==> src/rtl/multicycle_control.sv <==
// Multicycle MIPS-style control unit: a Moore/Mealy FSM that sequences datapath
// controls per instruction class, with memory-ready stalls, retire counting and illegal-opcode halt.
module multicycle_control #(
    parameter logic [5:0] OP_RTYPE = 6'b000000,
    parameter logic [5:0] OP_LW    = 6'b100011,
    parameter logic [5:0] OP_SW    = 6'b101011,
    parameter logic [5:0] OP_BEQ   = 6'b000100,
    parameter logic [5:0] OP_J     = 6'b000010,
    parameter logic [5:0] OP_ADDI  = 6'b001000
) (
    input  logic        clk,
    input  logic        rst,
    input  logic [5:0]  opcode,
    input  logic        mem_ready,
    output logic        PCWrite,
    output logic        PCWriteCond,
    output logic        IorD,
    output logic        MemRead,
    output logic        MemWrite,
    output logic        IRWrite,
    output logic        MemtoReg,
    output logic        RegDst,
    output logic        RegWrite,
    output logic        ALUSrcA,
    output logic [1:0]  ALUSrcB,
    output logic [1:0]  ALUOp,
    output logic [1:0]  PCSource,
    output logic [3:0]  state,
    output logic        retire,
    output logic [15:0] instr_count,
    output logic        halted
);

    typedef enum logic [3:0] {
        S_FETCH     = 4'd0,
        S_DECODE    = 4'd1,
        S_MEM_ADDR  = 4'd2,
        S_MEM_READ  = 4'd3,
        S_MEM_WB    = 4'd4,
        S_MEM_WRITE = 4'd5,
        S_R_EXEC    = 4'd6,
        S_R_WB      = 4'd7,
        S_BRANCH    = 4'd8,
        S_JUMP      = 4'd9,
        S_ADDI_EXEC = 4'd10,
        S_ADDI_WB   = 4'd11,
        S_HALT      = 4'd12
    } state_t;

    state_t      state_reg, state_next;
    logic [15:0] count_reg;

    always_ff @(posedge clk) begin
        if (rst) begin
            state_reg <= S_FETCH;
            count_reg <= 16'd0;
        end else begin
            state_reg <= state_next;
            if (retire)
                count_reg <= count_reg + 16'd1;
        end
    end

    always_comb begin
        state_next  = S_FETCH;
        PCWrite     = 1'b0;
        PCWriteCond = 1'b0;
        IorD        = 1'b0;
        MemRead     = 1'b0;
        MemWrite    = 1'b0;
        IRWrite     = 1'b0;
        MemtoReg    = 1'b0;
        RegDst      = 1'b0;
        RegWrite    = 1'b0;
        ALUSrcA     = 1'b0;
        ALUSrcB     = 2'b00;
        ALUOp       = 2'b00;
        PCSource    = 2'b00;
        retire      = 1'b0;
        case (state_reg)
            S_FETCH: begin
                MemRead    = 1'b1;
                ALUSrcB    = 2'b01;
                IRWrite    = mem_ready;
                PCWrite    = mem_ready;
                state_next = mem_ready ? S_DECODE : S_FETCH;
            end
            S_DECODE: begin
                ALUSrcB = 2'b11;
                if (opcode == OP_LW || opcode == OP_SW) state_next = S_MEM_ADDR;
                else if (opcode == OP_RTYPE)            state_next = S_R_EXEC;
                else if (opcode == OP_BEQ)              state_next = S_BRANCH;
                else if (opcode == OP_J)                state_next = S_JUMP;
                else if (opcode == OP_ADDI)             state_next = S_ADDI_EXEC;
                else                                    state_next = S_HALT;
            end
            S_MEM_ADDR: begin
                ALUSrcA    = 1'b1;
                ALUSrcB    = 2'b10;
                state_next = (opcode == OP_LW) ? S_MEM_READ : S_MEM_WRITE;
            end
            S_MEM_READ: begin
                MemRead    = 1'b1;
                IorD       = 1'b1;
                state_next = mem_ready ? S_MEM_WB : S_MEM_READ;
            end
            S_MEM_WB: begin
                RegWrite = 1'b1;
                MemtoReg = 1'b1;
                retire   = 1'b1;
            end
            S_MEM_WRITE: begin
                MemWrite   = 1'b1;
                IorD       = 1'b1;
                retire     = mem_ready;
                state_next = mem_ready ? S_FETCH : S_MEM_WRITE;
            end
            S_R_EXEC: begin
                ALUSrcA    = 1'b1;
                ALUOp      = 2'b10;
                state_next = S_R_WB;
            end
            S_R_WB: begin
                RegWrite = 1'b1;
                RegDst   = 1'b1;
                retire   = 1'b1;
            end
            S_BRANCH: begin
                ALUSrcA     = 1'b1;
                ALUOp       = 2'b01;
                PCWriteCond = 1'b1;
                PCSource    = 2'b01;
                retire      = 1'b1;
            end
            S_JUMP: begin
                PCWrite  = 1'b1;
                PCSource = 2'b10;
                retire   = 1'b1;
            end
            S_ADDI_EXEC: begin
                ALUSrcA    = 1'b1;
                ALUSrcB    = 2'b10;
                state_next = S_ADDI_WB;
            end
            S_ADDI_WB: begin
                RegWrite = 1'b1;
                retire   = 1'b1;
            end
            S_HALT: state_next = S_HALT;
            default: state_next = S_FETCH;
        endcase
        // Reset squashes any side effect the current state would otherwise commit.
        if (rst) begin
            PCWrite     = 1'b0;
            PCWriteCond = 1'b0;
            IorD        = 1'b0;
            MemRead     = 1'b0;
            MemWrite    = 1'b0;
            IRWrite     = 1'b0;
            MemtoReg    = 1'b0;
            RegDst      = 1'b0;
            RegWrite    = 1'b0;
            ALUSrcA     = 1'b0;
            ALUSrcB     = 2'b00;
            ALUOp       = 2'b00;
            PCSource    = 2'b00;
            retire      = 1'b0;
        end
    end

    assign state       = state_reg;
    assign instr_count = count_reg;
    assign halted      = (state_reg == S_HALT);

endmodule

==> config.mk <==
export PLATFORM = sky130hd
export DESIGN_NAME = multicycle_control
export DESIGN_NICKNAME = d
export VERILOG_FILES = /design/src/rtl/multicycle_control.sv
export SDC_FILE = /design/constraint.sdc
export NUM_CORES = 1
export LEC_CHECK = 0
export CAP_MARGIN = 5
export CORE_ASPECT_RATIO = 0.8
export CORE_MARGIN = 3
export CORE_UTILIZATION = 46
export CTS_CLUSTER_SIZE = 20
export DETAILED_ROUTE_END_ITERATION = 12
export PLACE_DENSITY = 0.8
export SKIP_CTS_REPAIR_TIMING = 1
export SLEW_MARGIN = 20
export SYNTH_ARGS = -nofsm -noshare
export SYNTH_HDL_FRONTEND = slang
export SYNTH_SLANG_ARGS = --single-unit
==> constraint.sdc <==
create_clock -name clk -period 2.7 [get_ports clk]
set_input_delay 0.81 -clock clk [delete_from_list [all_inputs] [get_ports clk]]
set_output_delay 0.81 -clock clk [all_outputs]
set_load 0.02 [all_outputs]
==> out/results.ini <==
[cells_and_area]
final_cell_area_um2=2090
syn_to_final_growth_pct=46.8
fin_util_pct=73.4
fillers=230
drive_gt1_share_pct=14.2
layout.nets=243
antenna_cells=0
largest_register_ffs=16

[synth]
synthSimpleGateAreaFrac_pct=37.0
yosysSeqAreaShare_pct=28.1
avgSynthCellArea_um2=7.78
synth_mux_area_share_pct=3.87
synthesis.nets=193
ys_ff_latch=20
synthesis.area_um2=1420
synth_compound_gate_area_share_pct=20.8
synthFlopType=dfxtp_1
synth_cells=183
synth-edff-count=0
yosys.area_share.adder_pct=0.879
synth_top_family_by_area=simple AND/OR/NAND/NOR gates
synth_cell_types=42
synthArstFlopShare_pct=0
synth-xor-area-share_pct=1.85
yosysWarningCount=0

[run_status]
status=finished clean

[power_and_ir_drop]
powerDensity_nw_per_um2=401
peakVddDrop_uv=332
cellLeakagePower_nw=0.987

[timing]
hold_slack_ns=0.508
fin_skew_ns=0.0115
hold_violations=0
rsz0062_at_grt=no
timing.max_slew.rel_slack_pct=58.3
slew_viol_final=0
tightest_slew_ns=0.621
fmax_mhz=387
fin_crit_ns=2.58
fin_crit_sh_pct=95.6
setup_viol=0

[grt]
grt_max_degree=28
antenna_found_initial=0
grt_pass1_vias=1472
grtUsageTotal_pct=22.6
overflow=0
grt_pass1_wl_mm=6.75

[floorplanning]
die_x_um=68.2
die_h_um=55.8
initial_core_util_pct=50.0
design.core.area_um2=2850
io_pins=47
dieArea_um2=3800
rows=17

[route]
via_count=1581
drtPass1Iterations=4
drc=0
vias_per_cell=5.86
wl_per_cell_um=15.1
postRouteAntennaNets=0
first_iter_violations=93
routed_wl_mm=4.07

[worst_setup_path]
worstPathRequired_ns=1.89
crit_path_start_kind=input port
path_max_fanout=5
critPathArrivalTime_ns=1.77
critPathKind=in2out
endpoint_kind=primary output

[clock_network]
cts.path.max_buffers=2
clk_latency_ns=0.27
cts.reportedPaths.clkPinSlew_ns=0.08
cts_tree=done
root_buffer=clkbuf_8
htree_levels=1
clkSinkCount=20
cts_made_buffers=3

[placed_design]
placed_area_um2=1970
gp_congestion=0.865
dp_hpwl_mm=3.03
port_buffers=46

[run]
drv_cap=0

[worst_hold_path]
min-delay-path-class=reg2reg

## logic make-up (layout without fill, tap and decap cells)
kind of cell	count (synthesis)	after routing
xor+xnor	3	3
mux	4	4
compound gates	49	49
buf+inv	19	68
fa+ha+maj	1	1
simple gates	87	87
flops	20	20
## stage by stage
stage          setup slack, ns  instances  total power, mW  setup TNS [ns]
2_1_floorplan           0.0614        183            0.459               0
3_3_place_gp            -0.590        266            0.538           -7.23
3_5_place_dp            -0.580        266            0.543           -7.54
4_1_cts                 -0.590        270            0.846           -7.84
5_1_grt                 0.0589        270            0.877               0
6_report                 0.117        270            0.837               0
## final timing paths
check / startpoint / endpoint / slack (ns) / depth (start not counted)
max: rst / PCWrite / 0.12 / 5
min: instr_count[10] / instr_count[10] / 0.51 / 2
max reg2reg: state[0] / instr_count[14] / 0.70 / 5
min reg2reg: instr_count[10] / instr_count[10] / 0.51 / 2
## routing by layer
layer  wire length, um  track usage [%]
met1              1850             30.6
met2              1910             35.7
met3               251             5.25
met4                55             5.38
met5                 0                0
## synth_stat cells, types with 4 or more instances
master / number / area (um2)
nand2_1: 11 / 41.3
o21ai_0: 7 / 35.0
clkbuf_1: 8 / 30.0
nand2b_1: 8 / 50.1
a21oi_1: 20 / 100
nand3_1: 6 / 30.0
nand4_1: 4 / 25.0
or4_1: 9 / 67.6
nor2_1: 16 / 60.1
nor3_1: 7 / 35.0
o31ai_1: 11 / 82.6
and3_1: 4 / 25.0
dfxtp_1: 20 / 400
inv_1: 4 / 15.0
## area by class of cell
class                   instances  area, um2  share of cell area, %
flip-flops and latches         20        400                   19.2
well taps                      38       47.5                   2.27
repair buffers                 60        618                   29.6
multi-input cells             144        938                   44.9
clock buffers                   3       41.3                   1.97
inverters                       4       15.0                  0.718
clock inverters                 1       30.0                   1.44
## cells in the final DEF, fill, tap and decap left out, types with 4 or more instances in the layout
cell type        synthesis  final
nand4_1                  4      4
inv_1                    4      4
clkdlybuf4s50_1          0     26
or4_1                    9      9
dlymetal6s2s_1           0     19
buf_4                    3     14
o31ai_1                 11     11
nor4_2                   3      4
nand2_1                 11     11
a21oi_1                 20     20
nor2_1                  16     16
nand2b_1                 8      8
nor3_1                   7      7
nand3_1                  6      6
and3_1                   4      4
o21ai_0                  7      7
dfxtp_1                 20     20
## power by group
part	switching, mW	internal (mW)	leakage (nW)	total, mW
registers	0.0114	0.302	0.162	0.314
logic	0.127	0.0967	0.790	0.224
clock network	0.102	0.198	0.0357	0.300
## critical path: stages
cell and delay, ns:
dlymetal6s2s_1 0.20, nor2_1 0.09, and3_1 0.20, or2_2 0.26, dlymetal6s2s_1 0.21
Power figures use the tool's default switching activity.
